<file path="config.mk">
export PLATFORM = sky130hd
export DESIGN_NAME = arm_mc_control_unit
export DESIGN_NICKNAME = d
export VERILOG_FILES = /design/src/rtl/arm_cu_pkg.sv /design/src/rtl/arm_cu_moc_timer.sv /design/src/rtl/arm_mc_control_unit.sv
export SDC_FILE = /design/constraint.sdc
export NUM_CORES = 1
export LEC_CHECK = 0
export CAP_MARGIN = 25
export CORE_UTILIZATION = 30
export CTS_BUF_LIST = sky130_fd_sc_hd__clkbuf_4 sky130_fd_sc_hd__clkbuf_8
export DETAILED_ROUTE_END_ITERATION = 8
export GPL_TIMING_DRIVEN = 0
export PLACE_DENSITY_LB_ADDON = 0.2
export SKIP_CTS_REPAIR_TIMING = 1
export SLEW_MARGIN = 40
export SYNTH_ARGS = -nofsm -noshare
export SYNTH_HDL_FRONTEND = slang
export SYNTH_SLANG_ARGS = --single-unit
</file>
<file path="constraint.sdc">
create_clock -name Clk -period 5.9 [get_ports Clk]
set_clock_uncertainty 0.1 [all_clocks]
set_input_delay 0.59 -clock Clk [delete_from_list [all_inputs] [get_ports Clk]]
set_output_delay 0.59 -clock Clk [all_outputs]
set_load 0.01 [all_outputs]
</file>
<file path="src/rtl/arm_cu_pkg.sv">
// Shared definitions for the ARM-subset multi-cycle control unit.
// The state encoding is visible on the State output and must stay fixed.
package arm_cu_pkg;

    typedef enum logic [3:0] {
        StReset     = 4'd0,
        StFetchAddr = 4'd1,
        StFetchReq  = 4'd2,
        StFetchWait = 4'd3,
        StDecode    = 4'd4,
        StExecDp    = 4'd5,
        StBranch    = 4'd6,
        StMemAddr   = 4'd7,
        StMemReq    = 4'd8,
        StMemWait   = 4'd9,
        StLoadWb    = 4'd10,
        StBaseWb    = 4'd11,
        StAbort     = 4'd12
    } state_e;

    // IR field bit positions
    localparam int unsigned CondHi   = 31;
    localparam int unsigned CondLo   = 28;
    localparam int unsigned ClassHi  = 27;
    localparam int unsigned ClassLo  = 25;
    localparam int unsigned BitP     = 24;
    localparam int unsigned BitLink  = 24;
    localparam int unsigned BitU     = 23;
    localparam int unsigned BitB     = 22;
    localparam int unsigned BitW     = 21;
    localparam int unsigned BitL     = 20;
    localparam int unsigned BitS     = 20;
    localparam int unsigned OpcodeHi = 24;
    localparam int unsigned OpcodeLo = 21;

    localparam logic [3:0] OpTst = 4'b1000;
    localparam logic [3:0] OpTeq = 4'b1001;
    localparam logic [3:0] OpCmp = 4'b1010;
    localparam logic [3:0] OpCmn = 4'b1011;

    // Compare/test opcodes only update flags and never write Rd.
    function automatic logic is_test_op(input logic [3:0] op);
        return (op == OpTst) || (op == OpTeq) || (op == OpCmp) || (op == OpCmn);
    endfunction

endpackage

</file>
<file path="src/rtl/arm_cu_moc_timer.sv">
// Wait-state counter for the MOV/MOC handshake; expired_o flags the last allowed
// wait cycle. A Limit of 0 disables expiry.
module arm_cu_moc_timer #(
    parameter int unsigned Width = 5,
    parameter int unsigned Limit = 16
) (
    input  logic clk_i,
    input  logic rst_ni,
    input  logic clr_i,
    input  logic en_i,
    output logic expired_o
);

    localparam logic [Width-1:0] LastCnt = (Limit == 0) ? '0 : Width'(Limit - 1);

    logic [Width-1:0] cnt_q, cnt_d;

    always_ff @(posedge clk_i or negedge rst_ni) begin
        if (!rst_ni) begin
            cnt_q <= '0;
        end else begin
            cnt_q <= cnt_d;
        end
    end

    // Saturates so a disabled timer never wraps back into a false match.
    always_comb begin
        cnt_d = cnt_q;
        if (clr_i) begin
            cnt_d = '0;
        end else if (en_i && (cnt_q != '1)) begin
            cnt_d = cnt_q + 1'b1;
        end
    end

    assign expired_o = (Limit != 0) && (cnt_q == LastCnt);

endmodule

</file>
<file path="src/rtl/arm_mc_control_unit.sv">
// Multi-cycle control unit: fetch, condition check, decode and execute for DP,
// load/store and branch, with MOC timeout abort. Optional LDRB/STRB: ARM_CU_BYTE_EN.
module arm_mc_control_unit
    import arm_cu_pkg::*;
#(
    parameter int unsigned MOC_TIMEOUT = 16,
    parameter int unsigned TMR_W       = 5
) (
    input  logic        Clk,
    input  logic        Clr,
    input  logic [31:0] IR,
    input  logic        Cond,
    input  logic        MOC,
    output logic [3:0]  State,
    output logic        MOV,
    output logic        RW,
    output logic        MAR_Ld,
    output logic        MDR_Ld,
    output logic        IR_Ld,
    output logic        PC_Ld,
    output logic        RF_Ld,
    output logic        Base_Ld,
    output logic        Flags_Ld,
    output logic        Abort,
    output logic        Undef
`ifdef ARM_CU_BYTE_EN
    ,
    output logic        ByteEn
`endif
);

    state_e state_q, state_d;

    logic is_dp, is_br, is_mem, is_load, needs_wb, is_test;
    logic tmr_clr, tmr_en, tmr_expired;
    logic unused_ir_bits;

    assign is_dp = (IR[ClassHi -: 2] == 2'b00);
    assign is_br = (IR[ClassHi:ClassLo] == 3'b101);
`ifdef ARM_CU_BYTE_EN
    assign is_mem = (IR[ClassHi -: 2] == 2'b01);
`else
    assign is_mem = (IR[ClassHi -: 2] == 2'b01) && !IR[BitB];
`endif
    assign is_load  = IR[BitL];
    assign needs_wb = !IR[BitP] || IR[BitW];
    assign is_test  = is_test_op(IR[OpcodeHi:OpcodeLo]);

    // U selects add/subtract inside the datapath; condition bits go to the tester.
    assign unused_ir_bits = ^{IR[CondHi:CondLo], IR[BitU], IR[19:0]};

    // Counter is zeroed in each REQ state, so it reads 0 in the first wait cycle.
    assign tmr_clr = (state_q == StFetchReq) || (state_q == StMemReq);
    assign tmr_en  = ((state_q == StFetchWait) || (state_q == StMemWait)) && !MOC;

    arm_cu_moc_timer #(
        .Width (TMR_W),
        .Limit (MOC_TIMEOUT)
    ) u_moc_timer (
        .clk_i     (Clk),
        .rst_ni    (Clr),
        .clr_i     (tmr_clr),
        .en_i      (tmr_en),
        .expired_o (tmr_expired)
    );

    always_ff @(posedge Clk or negedge Clr) begin
        if (!Clr) begin
            state_q <= StReset;
        end else begin
            state_q <= state_d;
        end
    end

    always_comb begin
        state_d = state_q;
        case (state_q)
            StReset:     state_d = StFetchAddr;
            StFetchAddr: state_d = StFetchReq;
            StFetchReq:  state_d = StFetchWait;
            StFetchWait: begin
                if (MOC) begin
                    state_d = StDecode;
                end else if (tmr_expired) begin
                    state_d = StAbort;
                end
            end
            StDecode: begin
                if (!Cond) begin
                    state_d = StFetchAddr;
                end else if (is_dp) begin
                    state_d = StExecDp;
                end else if (is_br) begin
                    state_d = StBranch;
                end else if (is_mem) begin
                    state_d = StMemAddr;
                end else begin
                    state_d = StFetchAddr;
                end
            end
            StExecDp:  state_d = StFetchAddr;
            StBranch:  state_d = StFetchAddr;
            StMemAddr: state_d = StMemReq;
            StMemReq:  state_d = StMemWait;
            StMemWait: begin
                if (MOC) begin
                    if (is_load) begin
                        state_d = StLoadWb;
                    end else begin
                        state_d = needs_wb ? StBaseWb : StFetchAddr;
                    end
                end else if (tmr_expired) begin
                    state_d = StAbort;
                end
            end
            StLoadWb: state_d = needs_wb ? StBaseWb : StFetchAddr;
            StBaseWb: state_d = StFetchAddr;
            StAbort:  state_d = StFetchAddr;
            default:  state_d = StReset;
        endcase
    end

    always_comb begin
        MOV      = 1'b0;
        RW       = 1'b0;
        MAR_Ld   = 1'b0;
        MDR_Ld   = 1'b0;
        IR_Ld    = 1'b0;
        PC_Ld    = 1'b0;
        RF_Ld    = 1'b0;
        Base_Ld  = 1'b0;
        Flags_Ld = 1'b0;
        Abort    = 1'b0;
        Undef    = 1'b0;
        case (state_q)
            StFetchAddr: MAR_Ld = 1'b1;
            StFetchReq: begin
                MOV   = 1'b1;
                RW    = 1'b1;
                PC_Ld = 1'b1;
            end
            StFetchWait: begin
                MOV   = 1'b1;
                RW    = 1'b1;
                IR_Ld = MOC;
            end
            StDecode: Undef = Cond && !(is_dp || is_br || is_mem);
            StExecDp: begin
                RF_Ld    = !is_test;
                Flags_Ld = IR[BitS] || is_test;
            end
            StBranch: begin
                PC_Ld = 1'b1;
                RF_Ld = IR[BitLink];
            end
            StMemAddr: begin
                MAR_Ld = 1'b1;
                MDR_Ld = !is_load;
            end
            StMemReq: begin
                MOV = 1'b1;
                RW  = is_load;
            end
            StMemWait: begin
                MOV    = 1'b1;
                RW     = is_load;
                MDR_Ld = MOC && is_load;
            end
            StLoadWb: RF_Ld   = 1'b1;
            StBaseWb: Base_Ld = 1'b1;
            StAbort:  Abort   = 1'b1;
            default: ;
        endcase
    end

`ifdef ARM_CU_BYTE_EN
    always_comb begin
        ByteEn = 1'b0;
        if ((state_q == StMemAddr) || (state_q == StMemReq) || (state_q == StMemWait)) begin
            ByteEn = IR[BitB];
        end
    end
`endif

    assign State = state_q;

endmodule

</file>
==> impl_metrics.py, run 1 <==
metrics = {
    "place": {
        "dp_cells": 147,
        "gp_congestion": 0.795,
        "portBuffers": 26,
        "postPlaceCellArea_um2": 1030,
        "dp_slack_ns": 3.05,
        "post-dp-hpwl_um": 1510,
    },
    "grt": {
        "grt_use_total": 0.169,
        "grt_pass1_vias": 757,
        "grt_pass1_wl_um": 3320,
        "gr-total-overflow": 0,
        "grt_max_degree": 11,
        "met3_usage": 0.00893,
        "antenna_found_initial": 0,
        "busiest_layer": "met2",
        "grt_use_met1": 0.223,
        "use_met2": 0.271,
    },
    "synth": {
        "synth.area.top_cells": "dfrtp_1 (31%), nor2_1 (6.1%), ha_1 (5.1%), nand2_1 (5.1%), nand2b_1 (4.3%)",
        "ys_types": 35,
        "synthArstFlopShare": 1.00,
        "synth_area_per_cell_um2": 7.88,
        "syn_inst": 93,
        "synth_most_common_cell": "nor2_1",
        "yosys.area.top_type": "dfrtp_1",
        "synth_common_cells": "nor2_1 (12), nand2_1 (10), dfrtp_1 (9)",
        "ys_dominant_reg_cell": "dfrtp_1",
        "synth-edff-count": 0,
        "ys_seq_area_frac": 0.307,
        "synth_seq_cells": 9,
        "synth_top_area_frac": 0.307,
        "syn_area_um2": 733,
        "synth.net_count": 132,
        "yosys_warnings": 0,
    },
    "setup_path": {
        "critical_path.top_delay_family": "buffers and inverters",
        "cp_max_fo": 6,
        "path_buf_inv": 3,
        "cp_common_cell": "clkdlybuf4s50_1",
        "slowest_delay_ns": 0.60,
        "cp-start-kind": "input port",
        "crit_arrival_ns": 2.19,
        "end_kind": "output port",
        "crit_slowest_cell": "clkdlybuf4s50_1",
        "worstPathRequired_ns": 5.21,
        "crit_type": "input port to output port",
        "crit_chain": "clkdlybuf4s50_1, inv_1, nor4_1, clkdlybuf4s50_1",
    },
    "timing": {
        "setup_violations": 0,
        "worstMarginPinSlew_ns": 0.535,
        "finalCritPeriodShare": 0.488,
        "timing.final.hold_violations": 0,
        "fin_ws_ns": 3.02,
        "worst_hold_slack_ns": 0.365,
        "fmax_ghz": 0.348,
        "fin_crit_ns": 2.88,
        "drv_slew": 0,
        "slew_headroom": 0.640,
        "tns_ns": 0,
        "rsz0062_at_grt": "no",
    },
    "route": {
        "wire_per_inst_um": 13.5,
        "drtAntennaViolNets": 0,
        "drt_wl_total_um": 2030,
        "dr.first_iter.drc_count": 16,
        "firstDrtPassIters": 4,
        "drc": 0,
        "via_per_inst": 5.14,
        "dr_total_vias": 776,
    },
    "hold_path": {
        "hp-class": "register to register",
    },
    "die": {
        "placeableCoreArea_um2": 2250,
        "ios": 51,
        "die_h_um": 51.4,
        "num_rows": 17,
        "die_x_um": 51.4,
        "die_area_um2": 2650,
        "start_util": 0.325,
    },
    "clock_tree": {
        "cts_buffers": 3,
        "cts.path.max_buffers": 2,
        "clock_latency_ns": 0.26,
        "h-tree-depth": 1,
        "cts_tree": "yes",
        "cts-root-buf": "clkbuf_4",
        "cts.sinks": 9,
        "cts.clk_slew.worst_paths_ns": 0.06,
    },
    "finish": {
        "fin_area_um2": 1060,
        "syn2layout_area_growth_pct": 44.4,
        "antenna_cells": 0,
        "instances_no_fill": 151,
        "drive_above_1_share": 0.0488,
        "fin_util": 0.469,
        "fin_nets": 163,
    },
    "run_status": {
        "status": "complete, no violations",
    },
    "job": {
        "drv_cap": 0,
    },
    "power": {
        "p_per_area_nw_per_um2": 454,
        "p_leak_nw": 0.445,
        "total_power_uw": 481,
        "vdd_drop_max_mv": 0.230,
    },
}
[state kept, by name (all words and copies together), names as in the netlist]
register and cells:
u_moc_timer.cnt_q 5, State 4
[report_power, final]
group / internal [mW] / switching (mW) / leakage (nW)
sequential: 0.0832 / 0.0277 / 0.117
clock: 0.0307 / 0.0223 / 0.0184
combinational: 0.155 / 0.161 / 0.310
[cells by family (layout without fill, tap and decap cells)]
kind of cell,Yosys count,in the layout,synth area share
AOI/OAI and AO/OA,19,19,0.183
xor gates and xnor gates,2,2,0.0239
adders and majority gates,4,4,0.0649
buffers and inverters,8,38,0.0409
DFF,9,9,0.307
muxes,3,3,0.0427
and+or+nand+nor,48,48,0.338
[final timing paths]
kind                                            from                   end  slack (ns)  cells past startpoint
worst max-delay path                             MOC                 IR_Ld        3.02                      4
min in group asynchronous                        Clr              State[3]        0.53                      1
worst min register to register  u_moc_timer.cnt_q[3]  u_moc_timer.cnt_q[3]        0.37                      1
worst max register to register  u_moc_timer.cnt_q[0]  u_moc_timer.cnt_q[0]        3.71                      6
worst min-delay path            u_moc_timer.cnt_q[3]  u_moc_timer.cnt_q[3]        0.37                      1
max in group asynchronous                        Clr  u_moc_timer.cnt_q[1]        4.88                      1
[area by class of cell]
type	instances	area (um^2)
Fill cell	243	1200
Timing Repair Buffer	26	260
Multi-Input combinational cell	76	478
Inverter	4	15.0
Tap cell	28	35.0
Buffer	4	15.0
Clock buffer	4	30.0
Sequential cell	9	225
[cells in the final DEF (no fill, tap or decap)]
cell type and n:
a311oi_1 2, nand3_1 1, nand2_1 10, clkbuf_1 3
nand4_1 1, maj3_1 1, mux2_2 1, mux2i_1 2
xnor2_1 1, clkbuf_4 4, xor2_1 1, buf_1 1
dfrtp_1 9, o32ai_1 1, and3_1 2, o221ai_1 1
o22a_1 1, a21oi_1 6, a21o_1 1, nand3b_1 2
o21ai_0 1, o21a_1 1, nor3_1 6, nor3b_1 2
nand2b_1 5, inv_1 4, clkdlybuf4s50_1 26, ha_1 3
nor2_1 12, o31ai_1 1, nor4_1 1, o2bb2ai_1 1
nor2b_1 4, a22o_1 2, nor4_2 1, or3_1 1
o22ai_1 1
[per-layer routing]
layer | vias to the layer above | wire length (um)
met2 | 19 | 907
li1 | 393 | -
met1 | 360 | 1020
met3 | 4 | 78
met5 | - | 0
met4 | 0 | 28
Power figures use the tool's default switching activity.
==> run 2, diff against run 1 <==
==> constraint.sdc (replaced) <==
create_clock -name Clk -period 2.5 [get_ports Clk]
set_clock_uncertainty 0.1 [all_clocks]
set_input_delay 0.25 -clock Clk [delete_from_list [all_inputs] [get_ports Clk]]
set_output_delay 0.25 -clock Clk [all_outputs]
set_load 0.01 [all_outputs]
==> run 2 against run 1 <==
First-iteration DRC count is 25% lower. Highest routed layer unchanged. Register-to-register slack got worse by 3.4 ns. Largest cell class unchanged. Count of clock-buffer cells in the layout stayed put. Non-clock buffer count did not move. Sequential share of layout area shrank 0.075 points. Critical path depth increased by 1. Sequential power grew 140%. Power increased by 140%. Critical endpoint is now MDR_Ld.
==> impl_metrics.py, run 2 (synthesis gave the netlist of run 1 again) <==
metrics = {
    "run_status": {
        "status": "complete, no violations",
    },
    "route": {
        "dr.first_iter.drc_count": 12,
        "drc": 0,
        "firstDrtPassIters": 4,
        "dr_total_vias": 777,
        "drt_wl_total_um": 2010,
        "drtAntennaViolNets": 0,
        "wire_per_inst_um": 13.3,
        "via_per_inst": 5.15,
    },
    "clock_tree": {
        "cts_buffers": 3,
        "cts.path.max_buffers": 2,
        "cts-root-buf": "clkbuf_4",
        "h-tree-depth": 1,
        "clock_latency_ns": 0.26,
        "cts.sinks": 9,
        "cts_tree": "yes",
        "cts.clk_slew.worst_paths_ns": 0.06,
    },
    "setup_path": {
        "crit_type": "register to output port",
        "worstPathRequired_ns": 2.15,
        "crit_arrival_ns": 1.99,
        "cp_max_fo": 10,
        "cp-start-kind": "register",
        "end_kind": "output port",
        "worstRegToRegCells": 6,
    },
    "power": {
        "p_leak_nw": 0.455,
        "vdd_drop_max_mv": 0.542,
        "p_per_area_nw_per_um2": 1070,
    },
    "finish": {
        "drive_above_1_share": 0.0732,
        "instances_no_fill": 151,
        "final_common_cell": "clkdlybuf4s50_1",
        "top_register": "u_moc_timer.cnt_q",
        "fin_nets": 163,
        "antenna_cells": 0,
        "syn2layout_area_growth_pct": 44.9,
        "largest_reg_flops": 5,
        "layout_common_cells": "clkdlybuf4s50_1 (26), nor2_1 (12), nand2_1 (10)",
    },
    "place": {
        "dp_cells": 147,
        "post-dp-hpwl_um": 1510,
        "gp_congestion": 0.795,
        "portBuffers": 26,
    },
    "grt": {
        "antenna_found_initial": 0,
        "gr-total-overflow": 0,
        "grt_pass1_wl_um": 3320,
        "grt_pass1_vias": 757,
        "grt_use_total": 0.169,
        "grt_max_degree": 11,
    },
    "timing": {
        "fmax_ghz": 0.427,
        "slew_headroom": 0.641,
        "rsz0062_at_grt": "no",
        "fin_crit_ns": 2.34,
        "setup_violations": 0,
        "finalCritPeriodShare": 0.937,
        "tns_ns": 0,
        "drv_slew": 0,
        "worstMarginPinSlew_ns": 0.534,
        "timing.final.hold_violations": 0,
    },
    "die": {
        "die_h_um": 51.4,
        "die_x_um": 51.4,
        "placeableCoreArea_um2": 2250,
        "ios": 51,
        "die_area_um2": 2650,
        "start_util": 0.325,
        "num_rows": 17,
    },
    "job": {
        "drv_cap": 0,
    },
    "hold_path": {
        "hp-class": "input port to asynchronous set/reset pin",
    },
}
run 2: cell counts in the layout (fill, tap and decap cells not counted):
No cell type changed its count.
run 2: path summary, 6_finish.rpt:
kind	start	end	slack [ns]
hold / removal	Clr	State[2]	0.19
min in group Clk	u_moc_timer.cnt_q[3]	u_moc_timer.cnt_q[3]	0.37
max in group asynchronous	Clr	u_moc_timer.cnt_q[1]	1.82
hold reg to reg	u_moc_timer.cnt_q[3]	u_moc_timer.cnt_q[3]	0.37
setup reg to reg	u_moc_timer.cnt_q[0]	u_moc_timer.cnt_q[0]	0.31
setup / recovery	State[3]	MDR_Ld	0.16
run 2: stage by stage:
step	instance area [um^2]	hold slack, ns	power, mW	worst slack [ns]	util
global placement	1030	0.359	0.996	0.320	0.456
floorplan	733	-0.146	0.682	0.524	-
global route	1060	0.216	1.24	0.0390	0.471
finish	1060	0.186	1.14	0.157	0.471
CTS	1060	0.196	1.13	0.0425	0.469
detailed placement	1030	0.363	1.00	0.327	0.456
run 2: report_power, final:
part / switching (mW) / leakage (nW) / internal (mW) / total, mW
clock network: 0.0528 / 0.0184 / 0.0724 / 0.125
logic: 0.382 / 0.319 / 0.373 / 0.755
registers: 0.0650 / 0.117 / 0.196 / 0.261
total: 0.500 / 0.455 / 0.641 / 1.14
run 2: layout make-up:
type	count	area, um^2
inverters	4	15.0
well taps	28	35.0
multi-input cells	76	478
plain buffers	4	18.8
repair buffers	26	260
clock buffers	4	30.0
fillers	240	1190
flip-flops and latches	9	225
run 2: worst max-delay path, cell delays in order, from the launching register on:
cell	delay (ns)
dfrtp_1	0.43
clkbuf_2	0.21
nand2b_1	0.23
nor3b_1	0.19
o21a_1	0.14
clkdlybuf4s50_1	0.53
run 2: layer usage:
layer,global-route usage,part of all wire
met1,0.223,0.50
met2,0.271,0.45
met4,0.0946,0.014
met3,0.00893,0.040
met5,0,0
